==> src/rtl/mips32_mem_arbiter.sv <==
// Single-port memory arbiter for the mips32 core: DM has fixed priority over IF, with a starvation guard for IF.
// Optional stall performance counters are built when MIPS_ARB_PERF_EN is defined.
module mips32_mem_arbiter #(
    parameter int AW         = 10,
    parameter int DW         = 32,
    parameter int MEM_LAT    = 1,
    parameter int STARVE_MAX = 4
) (
    input  logic          clk,
    input  logic          rst_n,
    input  logic          halted,
    input  logic          if_req,
    input  logic [AW-1:0] if_addr,
    output logic          if_gnt,
    output logic          if_valid,
    output logic [DW-1:0] if_rdata,
    input  logic          dm_req,
    input  logic          dm_we,
    input  logic [AW-1:0] dm_addr,
    input  logic [DW-1:0] dm_wdata,
    output logic          dm_gnt,
    output logic          dm_valid,
    output logic [DW-1:0] dm_rdata,
    output logic          mem_en,
    output logic          mem_we,
    output logic [AW-1:0] mem_addr,
    output logic [DW-1:0] mem_wdata,
    input  logic [DW-1:0] mem_rdata,
    output logic          busy
`ifdef MIPS_ARB_PERF_EN
    ,
    output logic [31:0]   if_stall_cnt,
    output logic [31:0]   dm_stall_cnt
`endif
);

    localparam int CW = (MEM_LAT > 1) ? $clog2(MEM_LAT) : 1;
    localparam int SW = (STARVE_MAX > 0) ? $clog2(STARVE_MAX + 1) : 1;

    if (MEM_LAT < 1) begin : g_bad_lat
        $error("mips32_mem_arbiter: MEM_LAT must be at least 1");
    end

    typedef enum logic {
        ST_IDLE   = 1'b0,
        ST_ACCESS = 1'b1
    } state_t;

    state_t        state_q, state_d;
    logic [CW-1:0] cnt_q, cnt_d;
    logic [SW-1:0] starve_q, starve_d;
    logic          owner_dm_q, owner_dm_d;
    logic          acc_we_q, acc_we_d;
    logic          mem_en_q, mem_en_d;
    logic          mem_we_q, mem_we_d;
    logic [AW-1:0] mem_addr_q, mem_addr_d;
    logic [DW-1:0] mem_wdata_q, mem_wdata_d;
    logic          if_gnt_q, if_gnt_d, dm_gnt_q, dm_gnt_d;
    logic          if_valid_q, if_valid_d, dm_valid_q, dm_valid_d;
    logic [DW-1:0] if_rdata_q, if_rdata_d, dm_rdata_q, dm_rdata_d;

    logic          if_elig_s, pick_if_s, pick_dm_s;

    // IF wins when DM is absent, or when it has lost STARVE_MAX ties in a row
    assign if_elig_s = if_req & ~halted;
    assign pick_if_s = if_elig_s & (~dm_req | (starve_q == SW'(STARVE_MAX)));
    assign pick_dm_s = dm_req & ~pick_if_s;

    // State register and all registered outputs
    always_ff @(posedge clk or negedge rst_n) begin
        if (!rst_n) begin
            state_q     <= ST_IDLE;
            cnt_q       <= '0;
            starve_q    <= '0;
            owner_dm_q  <= 1'b0;
            acc_we_q    <= 1'b0;
            mem_en_q    <= 1'b0;
            mem_we_q    <= 1'b0;
            mem_addr_q  <= '0;
            mem_wdata_q <= '0;
            if_gnt_q    <= 1'b0;
            dm_gnt_q    <= 1'b0;
            if_valid_q  <= 1'b0;
            dm_valid_q  <= 1'b0;
            if_rdata_q  <= '0;
            dm_rdata_q  <= '0;
        end else begin
            state_q     <= state_d;
            cnt_q       <= cnt_d;
            starve_q    <= starve_d;
            owner_dm_q  <= owner_dm_d;
            acc_we_q    <= acc_we_d;
            mem_en_q    <= mem_en_d;
            mem_we_q    <= mem_we_d;
            mem_addr_q  <= mem_addr_d;
            mem_wdata_q <= mem_wdata_d;
            if_gnt_q    <= if_gnt_d;
            dm_gnt_q    <= dm_gnt_d;
            if_valid_q  <= if_valid_d;
            dm_valid_q  <= dm_valid_d;
            if_rdata_q  <= if_rdata_d;
            dm_rdata_q  <= dm_rdata_d;
        end
    end

    // Arbitration, access sequencing and completion capture
    always_comb begin
        state_d     = state_q;
        cnt_d       = cnt_q;
        starve_d    = starve_q;
        owner_dm_d  = owner_dm_q;
        acc_we_d    = acc_we_q;
        mem_en_d    = mem_en_q;
        mem_we_d    = 1'b0;
        mem_addr_d  = mem_addr_q;
        mem_wdata_d = mem_wdata_q;
        if_gnt_d    = 1'b0;
        dm_gnt_d    = 1'b0;
        if_valid_d  = 1'b0;
        dm_valid_d  = 1'b0;
        if_rdata_d  = if_rdata_q;
        dm_rdata_d  = dm_rdata_q;
        case (state_q)
            ST_IDLE: begin
                if (pick_if_s || pick_dm_s) begin
                    state_d     = ST_ACCESS;
                    cnt_d       = CW'(MEM_LAT - 1);
                    owner_dm_d  = pick_dm_s;
                    acc_we_d    = pick_dm_s & dm_we;
                    mem_en_d    = 1'b1;
                    mem_we_d    = pick_dm_s & dm_we;
                    mem_addr_d  = pick_dm_s ? dm_addr : if_addr;
                    mem_wdata_d = pick_dm_s ? dm_wdata : '0;
                    if_gnt_d    = pick_if_s;
                    dm_gnt_d    = pick_dm_s;
                    if (pick_if_s) begin
                        starve_d = '0;
                    end else if (if_elig_s && (starve_q != SW'(STARVE_MAX))) begin
                        starve_d = starve_q + SW'(1);
                    end else begin
                        starve_d = starve_q;
                    end
                end else begin
                    state_d = ST_IDLE;
                end
            end
            ST_ACCESS: begin
                if (cnt_q == '0) begin
                    state_d     = ST_IDLE;
                    mem_en_d    = 1'b0;
                    mem_addr_d  = '0;
                    mem_wdata_d = '0;
                    if (owner_dm_q) begin
                        dm_valid_d = 1'b1;
                        if (!acc_we_q) begin
                            dm_rdata_d = mem_rdata;
                        end else begin
                            dm_rdata_d = dm_rdata_q;
                        end
                    end else begin
                        if_valid_d = 1'b1;
                        if_rdata_d = mem_rdata;
                    end
                end else begin
                    cnt_d = cnt_q - CW'(1);
                end
            end
            default: begin
                state_d = ST_IDLE;
            end
        endcase
    end

    assign if_gnt    = if_gnt_q;
    assign dm_gnt    = dm_gnt_q;
    assign if_valid  = if_valid_q;
    assign dm_valid  = dm_valid_q;
    assign if_rdata  = if_rdata_q;
    assign dm_rdata  = dm_rdata_q;
    assign mem_en    = mem_en_q;
    assign mem_we    = mem_we_q;
    assign mem_addr  = mem_addr_q;
    assign mem_wdata = mem_wdata_q;
    assign busy      = (state_q != ST_IDLE);

`ifdef MIPS_ARB_PERF_EN
    logic [31:0] if_stall_q, dm_stall_q;
    logic        if_stall_s, dm_stall_s;

    // A halted core is not stalled on fetch, so those cycles are excluded
    assign if_stall_s = if_req & ~halted & ~((state_q == ST_IDLE) & pick_if_s)
                      & ~((state_q == ST_ACCESS) & ~owner_dm_q);
    assign dm_stall_s = dm_req & ~((state_q == ST_IDLE) & pick_dm_s)
                      & ~((state_q == ST_ACCESS) & owner_dm_q);

    // Saturating stall counters
    always_ff @(posedge clk or negedge rst_n) begin
        if (!rst_n) begin
            if_stall_q <= 32'd0;
            dm_stall_q <= 32'd0;
        end else begin
            if (if_stall_s && (if_stall_q != 32'hFFFF_FFFF)) begin
                if_stall_q <= if_stall_q + 32'd1;
            end
            if (dm_stall_s && (dm_stall_q != 32'hFFFF_FFFF)) begin
                dm_stall_q <= dm_stall_q + 32'd1;
            end
        end
    end

    assign if_stall_cnt = if_stall_q;
    assign dm_stall_cnt = dm_stall_q;
`endif

endmodule

==> config.mk <==
export PLATFORM = sky130hd
export DESIGN_NAME = mips32_mem_arbiter
export DESIGN_NICKNAME = d
export VERILOG_FILES = /design/src/rtl/mips32_mem_arbiter.sv
export SDC_FILE = /design/constraint.sdc
export NUM_CORES = 1
export LEC_CHECK = 0
export CORE_MARGIN = 2
export CORE_UTILIZATION = 28
export DETAILED_ROUTE_END_ITERATION = 10
export GPL_TIMING_DRIVEN = 1
export PLACE_DENSITY = 0.7
export SLEW_MARGIN = 20
export SYNTH_ARGS = -nofsm -noshare
export SYNTH_HDL_FRONTEND = slang
export SYNTH_SLANG_ARGS = --single-unit
export TNS_END_PERCENT = 10
==> constraint.sdc <==
create_clock -name clk -period 1.9 [get_ports clk]
set_input_delay 0.38 -clock clk [delete_from_list [all_inputs] [get_ports clk]]
set_output_delay 0.38 -clock clk [all_outputs]
set_load 0.03 [all_outputs]
Word-level counts from Yosys, hierarchy flattened:

Index checks and enable logic that the tools add are counted.

* add/subtract/negate cells: 2
* bitwise gates (word level): 12
* reduce and logical (&&, ||, !) cells: 8
* muxes and demuxes: 31
* eq/ne operators: 4

Operators by type and width (count)
* 32-bit two-way mux: 3
* 32-bit one-hot mux with 2 select lines: 1
* 10-bit two-way mux: 3
* 10-bit one-hot mux with 2 select lines: 1
* 1-bit two-way mux: 18
* 1-bit inverter: 7
* 3-bit two-way mux: 2
* 1-bit one-hot mux with 2 select lines: 3
* 3-bit AND reduction: 2
* 1-bit AND: 4
* 2-bit != test, second input constant: 2
* 2-bit AND reduction: 2
* 4-bit AND reduction: 1
* 3-bit by 1-bit adder with 3-bit output, second input constant: 1
* 3-bit equality test, second input constant: 1
* 3-bit != test, second input constant: 1
* 2-bit nonzero test: 1
* 1-bit logical AND: 1
* 1-bit logical OR: 1
* 1-bit OR: 1
* 1-bit subtractor, second input constant: 1

* register bits: 119
* input port bits: 90
* logic and storage cells: 72
* output and inout bits: 113

Logic depth before layout (Yosys ltp):

Gate-level depths: netlist of the first run.

* depth after elaboration: 8
* mapped depth: 6
* gate-level depth less buffers: 5

Worst setup path before layout of the first run:

OpenSTA, ideal clock, no wires.

* kind: reg-to-reg
* from: register state_q (netlist: busy)
* to: register starve_q[2]
* cell stages (with the launch flop): 5
* data arrival time: 1508 ps
* slack: 268 ps
* library setup time: 124 ps
* path buffers: 2
* period minus slack after synthesis: 1632 ps
* path through: dfrtp_1 > or3b_1 > buf_2 > buf_6 > a211o_1

* word-level cells in the longest chain between the ends: 2

Ends and longest elaborated chain
* from (decl): RTL line 49 `state_t state_q, state_d;`
* from (signal assigned): RTL line 88 `state_q <= state_d;`
* 1-bit inverter (no source line)
* 3-bit AND reduction (no source line)
* to (signal assigned): RTL line 90 `starve_q <= starve_d;`
* to (decl): RTL line 51 `logic [SW-1:0] starve_q, starve_d;`

No other way between the ends.
A chain may end at the register's enable or synchronous reset.

Worst setup path in the final report of the first run:

* from: register mem_addr_q[3] (netlist: mem_addr[3])
* to: output port mem_addr[3]

RTL lines
* from (decl): RTL line 56 `logic [AW-1:0] mem_addr_q, mem_addr_d;`
* from (signal assigned): RTL line 95 `mem_addr_q <= mem_addr_d;`
* to (decl): RTL line 26 `output logic [AW-1:0] mem_addr,`

No word-level cell between the ends.

==> impl_metrics.csv, run 1 <==
group,metric,value,unit
floorplan,chipHeight,131,um
routing,dr.max_layer_used,"met4",
yosys,synth_async_sr_flop_share,1.00,
floorplan,die_area,17200,um^2
global_routing,antenna_found_initial,0,
yosys,avgSynthCellArea,15.8,um^2
yosys,syn-num-nets,379,
placed_design,gp_congestion,0.711,
clocking,cts_max_level,4,
timing,fin_ws,0.0429,ns
routing,ant_nets,0,
floorplan,num_rows,46,
timing,fin_crit,1.86,ns
min_path,hold_path_class,"reg -> reg",
global_routing,grt_pass1_vias,3555,
yosys,synth_ff_type,"dfrtp_1",
clocking,clkSinkCount,118,
timing,tightest_slew,0.350,ns
worst_setup_path,critPathTopFamily,"buffers and inverters",
worst_setup_path,worstPathCellList,"clkdlybuf4s50_1",
worst_setup_path,crit_required,1.52,ns
clocking,cts.clk_slew.worst_paths,0.05,ns
placed_design,post-place-ws,0.00876,ns
routing,avgRoutedWirePerCell,15.8,um
clocking,cts_buffers,17,
timing,slew_headroom,0.766,
floorplan,core,15800,um^2
placed_design,hpwl,8220,um
timing,clock_skew,0.00518,ns
yosys,yosysTopAreaCell,"dfrtp_1",
worst_setup_path,cp.arrival,1.48,ns
timing,slew_violations,0,
power,p_leak,0.00316,uW
layout,area.growth.synth_to_final,64.0,%
worst_setup_path,path_max_fanout,2,
global_routing,grt_usage,0.139,
routing,dr_wl_met3,803,um
yosys,ys_top_cells_by_count,"dfrtp_1, mux2_2, a22o_1",
worst_setup_path,endpoint_kind,"primary output",
yosys,ys_ff_latch,118,
yosys,synth_warnings,0,
worst_setup_path,slowest_stage,"clkdlybuf4s50_1",
routing,drt-total-wl,11500,um
routing,drc,0,
worst_setup_path,cp-start-kind,"flip-flop",
routing,drt-initial-drc-count,81,
worst_setup_path,crit_type,"reg -> out",
clocking,clock_latency,0.41,ns
global_routing,grt_pass1_wl,18900,um
yosys,synth_top_area_share,0.652,
timing,timing.fmax,538,MHz
worst_setup_path,cp_num_buf_inv,1,
power,ir_drop,0.556,mV
global_routing,grt_max_degree,65,
yosys,netlist_instances,287,
routing,drt-vias-per-instance,4.45,
timing,tns,0,ns
routing,num_vias,3248,
power,powerDensity,1430,nW/um^2
timing,final_hold_viol_count,0,
timing,setup_viol,0,
yosys,synth_edf_count,0,
layout,drive_above_1_share,0.228,
routing,wl_met1,4960,um
yosys,syn_area,4530,um^2
yosys,synth_most_common_cell,"dfrtp_1",
routing,firstDrtPassIters,4,
floorplan,die_w,131,um
clocking,clockRootBuffer,"clkbuf_16",
timing,rsz0062_at_grt,"false",
worst_setup_path,slowest_delay,0.69,ns
yosys,synthTopCellsByArea,"dfrtp_1, mux2_2, a22o_1",
routing,wl_met2,5590,um
timing,holdWs,0.487,ns
clocking,clock_path_buffers,2,
yosys,ys_seq_area_frac,0.652,
timing,period_share,0.977,
flow_run,cap_violations,0,
global_routing,grt_overflow,0,
floorplan,ios,203,
clocking,tritoncts,"built",
floorplan,start_util,0.286,
run_status,outcome,"completed",
yosys,synth_cell_types,26,
layout,num_antenna_cells,0,
placed_design,io_buffers,202,
layout,nets,593,
sequential cells by signal, indices dropped and copies added, names as in the netlist:
name	cells
starve_q	3
mem_wdata	32
if_rdata	32
dm_rdata	32
owner_dm_q	1
mem_we	1
acc_we_q	1
if_gnt	1
mem_addr	10
mem_en	1
if_valid	1
dm_gnt	1
busy	1
dm_valid	1
stage by stage:
step | std cells | total power (uW) | area (um^2) | utilization
after floorplan | 287 | 5800 | 4530 | -
after global placement | 697 | 7590 | 6840 | 0.432
after detailed placement | 697 | 7700 | 6840 | 0.432
after CTS | 730 | 10800 | 7420 | 0.469
after global routing | 730 | 11100 | 7420 | 0.469
final | 730 | 10600 | 7420 | 0.469
repair_timing:
action	4_1_cts	5_1_grt
setup buffers	0	0
hold buffers	1	0
gates resized for setup	1	3
endpoints found under the setup margin	1	3
endpoints found under the hold margin	57	0
cells in the final DEF (no fill, tap or decap), types with 3 or more instances in the layout:
| master | count |
|---|---|
| clkdlybuf4s50_1 | 197 |
| dfrtp_1 | 118 |
| mux2_2 | 62 |
| a22o_1 | 33 |
| clkbuf_16 | 17 |
| a221o_1 | 10 |
| buf_4 | 7 |
| inv_1 | 6 |
| clkinvlp_4 | 6 |
| buf_12 | 6 |
| nor3b_2 | 5 |
| nor3b_1 | 5 |
| nand2_1 | 4 |
| nor3_1 | 3 |
| clkinv_4 | 3 |
| dlymetal6s2s_1 | 3 |
metal layers:
metal,global-route usage,up-vias
met5,0,-
met4,0.0489,0
met3,0.0502,11
met2,0.227,139
met1,0.169,1616
li1,-,1482
final timing paths:
kind	startpoint	to	slack (ns)	depth (start not counted)
max reg2reg	starve_q[0]	mem_addr[0]	0.33	6
min in group asynchronous	rst_n	starve_q[2]	0.51	3
min	owner_dm_q	owner_dm_q	0.49	1
min reg2reg	owner_dm_q	owner_dm_q	0.49	1
max	mem_addr[3]	mem_addr[3]	0.04	1
max in group asynchronous	rst_n	if_rdata[6]	1.07	3
kinds of logic (layout without fill, tap and decap cells):
| group | count (synthesis) | in the layout | synth area share |
|---|---|---|---|
| AOI/OAI and AO/OA | 50 | 50 | 0.101 |
| adders and majority gates | 2 | 2 | 0.00553 |
| buffers and inverters | 26 | 253 | 0.0384 |
| DFF | 118 | 118 | 0.652 |
| muxes | 64 | 64 | 0.159 |
| and+or+nand+nor | 27 | 27 | 0.0434 |
final cells by class:
class | instances | area, um^2
timing repair buffer | 215 | 2200
sequential | 118 | 2950
multi-input combinational | 143 | 1410
clock inverter | 14 | 129
tap | 216 | 270
fill | 1388 | 8400
clock buffer | 18 | 439
inverter | 6 | 22.5
report_power, final:
| part | internal, uW | switching (uW) |
|---|---|---|
| sequential | 3210 | 389 |
| clock | 1840 | 1180 |
| combinational | 1880 | 2130 |
Note: power is estimated with default switching activity, not from simulation.
==> inputs of run 2 (changes only) <==
- CTS_BUF_LIST: unset -> sky130_fd_sc_hd__clkbuf_2
- SLEW_MARGIN: 20 -> unset
==> run 2 against run 1 <==
Effect of this change:
- die area unchanged
- via count decreased by 0.65%
- maximum frequency increased by 4.3%
- register-to-register slack got worse by 0.06 ns
- power decreased by 17%
- cell count increased by 0.14%
- critical path type unchanged
- first-iteration DRC count increased by 36%
- sequential cell count unchanged
- global-route usage increased by 0.33 points
- sequential power about the same
- hold slack got worse by 0.26 ns
- sequential share of layout area increased by 1.7 points
==> impl_metrics.csv, run 2 (synthesis gave the netlist of run 1 again) <==
group,metric,value,unit
power,pwr-share-seq,0.406,
global_routing,grt_pass1_wl,19200,um
floorplan,die_area,17200,um^2
layout,layout.cells.most_common_list,"dfrtp_1, clkdlybuf4s15_2, clkdlybuf4s50_1",
worst_setup_path,critPathLaunch,"busy",
placed_design,io_buffers,202,
worst_setup_path,reg2reg_depth,5,
power,switching_share,0.402,
placed_design,gp_congestion,0.711,
floorplan,start_util,0.286,
worst_setup_path,cp-start-kind,"flip-flop",
worst_setup_path,crit_required,1.52,ns
clocking,clkSinkCount,118,
timing,final_hold_viol_count,0,
worst_setup_path,slowest_stage,"dfrtp_2",
routing,avgRoutedWirePerCell,15.9,um
power,internal_power,5280,uW
clocking,tritoncts,"built",
worst_setup_path,cp.arrival,1.40,ns
worst_setup_path,cp_num_buf_inv,1,
floorplan,num_rows,46,
run_status,outcome,"completed",
routing,num_vias,3227,
routing,firstDrtPassIters,4,
timing,clock_skew,0.0209,ns
floorplan,core,15800,um^2
power,ir_drop,0.426,mV
floorplan,chipHeight,131,um
worst_setup_path,reg2reg_to,"mem_addr[1]",
layout,design_area,7120,um^2
routing,drt-total-wl,11600,um
floorplan,die_w,131,um
flow_run,cap_violations,0,
layout,final_common_cell,"dfrtp_1",
routing,ant_nets,0,
routing,drt-initial-drc-count,110,
power,powerDensity,1240,nW/um^2
power,p_comb_frac,0.426,
power,clock_power_share,0.169,
layout,nets,594,
global_routing,grt_overflow,0,
timing,timing.fmax,562,MHz
floorplan,ios,203,
worst_setup_path,worstReg2RegStart,"busy",
worst_setup_path,worstPathCellList,"clkdlybuf4s15_2",
routing,drt-vias-per-instance,4.41,
power,power.total,8820,uW
timing,period_share,0.937,
global_routing,antenna_found_initial,0,
layout,num_antenna_cells,0,
worst_setup_path,slowest_delay,0.47,ns
worst_setup_path,path_max_fanout,2,
clocking,cts_buffers,17,
worst_setup_path,critPathTopFamily,"flip-flops",
global_routing,grt_max_degree,65,
power,p_leak,0.00305,uW
clocking,clock_latency,0.66,ns
clocking,cts.clk_slew.worst_paths,0.19,ns
power,p_sw,3550,uW
global_routing,grt_pass1_vias,3599,
worst_setup_path,crit_type,"reg -> out",
timing,fin_crit,1.78,ns
clocking,clock_path_buffers,2,
min_path,hold_path_class,"in -> async",
global_routing,grt_usage,0.142,
layout,area.growth.synth_to_final,57.2,%
clocking,cts_max_level,4,
worst_setup_path,crit_end,"busy",
timing,slew_headroom,0.715,
timing,slew_violations,0,
timing,setup_viol,0,
worst_setup_path,path_depth,1,
layout,drive_above_1_share,0.447,
timing,tightest_slew,0.428,ns
routing,drc,0,
clocking,clockRootBuffer,"clkbuf_2",
worst_setup_path,endpoint_kind,"primary output",
placed_design,hpwl,8220,um
timing,rsz0062_at_grt,"true",
placed_design,post_dp_cell_area,6840,um^2
timing,holdWs,0.227,ns
worst_setup_path,r2r_slack,0.27,ns
-- run 2: area by class of cell --
| cell class | instances | area (um^2) |
|---|---|---|
| fill | 1440 | 8710 |
| sequential | 118 | 2950 |
| timing repair buffer | 216 | 2240 |
| multi-input combinational | 143 | 1410 |
| tap | 216 | 270 |
| clock inverter | 15 | 133 |
| clock buffer | 17 | 85.1 |
| inverter | 6 | 22.5 |
-- run 2: what timing repair did --
| item | CTS | global route |
|---|---|---|
| endpoints found under the hold margin | 118 | 0 |
| hold buffers | 1 | 0 |
| pin swaps | 0 | 0 |
| buffers inserted | 1 | 0 |
| cloned | 0 | 0 |
| endpoints found under the setup margin | 113 | 44 |
| resized for setup | 331 | 16 |
-- run 2: layer usage --
layer | part of all wire | wire [um] | vias up | GRT usage
met5 | 0 | 0 | - | 0
met1 | 0.43 | 4970 | 1589 | 0.171
met3 | 0.069 | 803 | 13 | 0.0478
met2 | 0.49 | 5710 | 138 | 0.235
met4 | 0.014 | 164 | 0 | 0.0574
li1 | - | - | 1487 | -
-- run 2: worst min path at each step --
stage                  endpoint  slack (ns)  cells after the start
finish              starve_q[2]        0.23                      3
global route        mem_addr[8]        0.16                      3
floorplan              acc_we_q        0.08                      0
global placement         mem_en        0.41                      2
detailed placement       mem_en        0.41                      2
CTS                 starve_q[2]        0.13                      3
-- run 2: per-stage QoR --
step                 util  setup slack [ns]  TNS [ns]  std cells
floorplan               -             0.268         0        287
global placement    0.432            0.0325         0        697
detailed placement  0.432           0.00876         0        697
CTS                 0.454           -0.0382   -0.0412        731
global route        0.450           -0.0271    -0.332        731
finish              0.450             0.120         0        731
-- run 2: power groups by stage --
stage	clock [uW]	combinational (uW)	sequential (uW)
CTS	1580	3850	3590
global placement	0	3990	3590
finish	1490	3760	3580
floorplan	0	866	4930
detailed placement	0	4060	3640
global route	1700	3940	3680
==> inputs of run 3 (changes only) <==
- PLACE_DENSITY: 0.7 -> unset
- PLACE_DENSITY_LB_ADDON: unset -> 0.3
==> run 3 against run 2 <==
Effect of this change:
- non-clock buffer count is 5 higher
- die area stayed put
- power is 5.0% higher
- critical path depth is 1 higher
- sequential share of layout area is 0.81 points lower
==> impl_metrics.csv, run 3 (synthesis gave the netlist of run 1 again) <==
group,metric,value,unit
timing,final_hold_viol_count,0,
routing,drt-vias-per-instance,4.38,
power,switching_share,0.370,
clocking,tritoncts,"built",
min_path,hold_path_class,"in -> reg",
power,p_leak,0.00313,uW
layout,seq_area,2950,um^2
routing,drc,0,
placed_design,gp_congestion,0.719,
floorplan,ios,203,
clocking,clock_path_buffers,2,
clocking,clock_latency,0.66,ns
clocking,cts.clk_slew.worst_paths,0.18,ns
global_routing,grt_pass1_wl,19500,um
power,internal_power,5840,uW
worst_setup_path,path_max_fanout,7,
worst_setup_path,cp-start-kind,"flip-flop",
clocking,clockRootBuffer,"clkbuf_2",
layout,num_antenna_cells,0,
routing,firstDrtPassIters,4,
placed_design,post-place-ws,-0.384,ns
worst_setup_path,crit_type,"reg -> out",
routing,avgRoutedWirePerCell,16.0,um
worst_setup_path,cp.arrival,1.44,ns
layout,fillers,1406,
global_routing,grt_usage,0.145,
floorplan,chipHeight,131,um
global_routing,grt_pass1_vias,3625,
power,ir_drop,0.449,mV
layout,multiInputGateArea,1420,um^2
routing,drt-total-wl,11800,um
flow_run,cap_violations,0,
power,p_sw,3430,uW
floorplan,num_rows,46,
layout,nets,599,
timing,rsz0062_at_grt,"true",
power,p_comb_frac,0.408,
routing,ant_nets,0,
global_routing,antenna_found_initial,0,
timing,period_share,0.956,
power,power.total,9260,uW
power,pwr-share-seq,0.385,
routing,num_vias,3221,
clocking,clkSinkCount,118,
placed_design,io_buffers,202,
timing,setup_viol,0,
timing,timing.fmax,551,MHz
floorplan,die_area,17200,um^2
run_status,outcome,"completed",
layout,final_common_cell,"dfrtp_1",
timing,fin_crit,1.82,ns
power,clock_power_share,0.207,
timing,slew_violations,0,
clocking,post_cts_buffers,0,
timing,fin_ws,0.0845,ns
worst_setup_path,endpoint_kind,"primary output",
global_routing,grt_max_degree,119,
floorplan,start_util,0.286,
floorplan,core,15800,um^2
layout,drive_above_1_share,0.449,
placed_design,hpwl,8170,um
timing,tightest_slew,0.660,ns
clocking,cts_max_level,4,
global_routing,grt_overflow,0,
power,powerDensity,1280,nW/um^2
timing,holdWs,0.303,ns
layout,layout.cells.most_common_list,"dfrtp_1, clkdlybuf4s15_2, clkdlybuf4s50_1",
timing,clock_skew,0.0330,ns
timing,slew_headroom,0.558,
clocking,cts_buffers,17,
layout,area.growth.synth_to_final,60.3,%
floorplan,die_w,131,um
routing,drt-initial-drc-count,104,
worst_setup_path,crit_required,1.52,ns
run 3: changes by cell type in the layout (fill, tap and decap cells not counted), sizes merged:
cell           before  now
clkdlybuf4s15      97   98
clkbuf             29   34
clkinv              6    3
inv                 8    6
clkinvlp            6    2
buf                18   21
bufinv              1    5
run 3: worst paths after layout:
check,startpoint,end,slack [ns],depth (start not counted)
setup / recovery,busy,busy,0.08,2
hold / removal,dm_wdata[31],mem_wdata[31],0.30,2
setup reg to reg,busy,mem_addr[3],0.26,5
hold reg to reg,owner_dm_q,owner_dm_q,0.50,1
max in group asynchronous,rst_n,if_rdata[30],1.11,3
min in group asynchronous,rst_n,mem_wdata[23],0.34,3
run 3: critical path: stages, from the launching register on:
cell	delay (ns)
dfrtp_1	0.47
buf_6	0.17
buf_6	0.14
run 3: cell type report:
cell class                      count  share of cell area
Sequential cell                   118               0.407
Timing Repair Buffer              221               0.318
Multi-Input combinational cell    143               0.195
Tap cell                          216              0.0373
Clock inverter                     10              0.0247
Clock buffer                       21              0.0145
Inverter                            6             0.00311
run 3: metrics by stage:
stage,utilization,cell area (um^2),TNS [ns],instances
final,0.458,7250,0,735
after global placement,0.436,6900,-11.42,703
after CTS,0.462,7320,-0.0515,735
after global routing,0.458,7250,-0.522,735
after detailed placement,0.436,6900,-12.85,703
after floorplan,-,4530,0,287
run 3: repair_timing:
action	in CTS	in global routing
resized for setup	330	16
gates cloned	0	0
endpoints found under the setup margin	113	76
endpoints found under the hold margin	118	0
hold buffers	1	0
run 3: metal layers:
metal  vias to the layer above  track usage  share of wire
li1                       1492            -              -
met1                      1578        0.166           0.40
met2                       136        0.242           0.50
met3                        15       0.0629          0.080
met4                         0       0.0550          0.018
met5                         -            0              0
run 3: power groups by stage:
stage	sequential, uW	combinational (uW)	clock, uW
6_report	3570	3780	1920
5_1_grt	3670	3980	2120
4_1_cts	3580	3880	2010
2_1_floorplan	4930	866	0
3_5_place_dp	3620	4090	0
3_3_place_gp	3600	4040	0
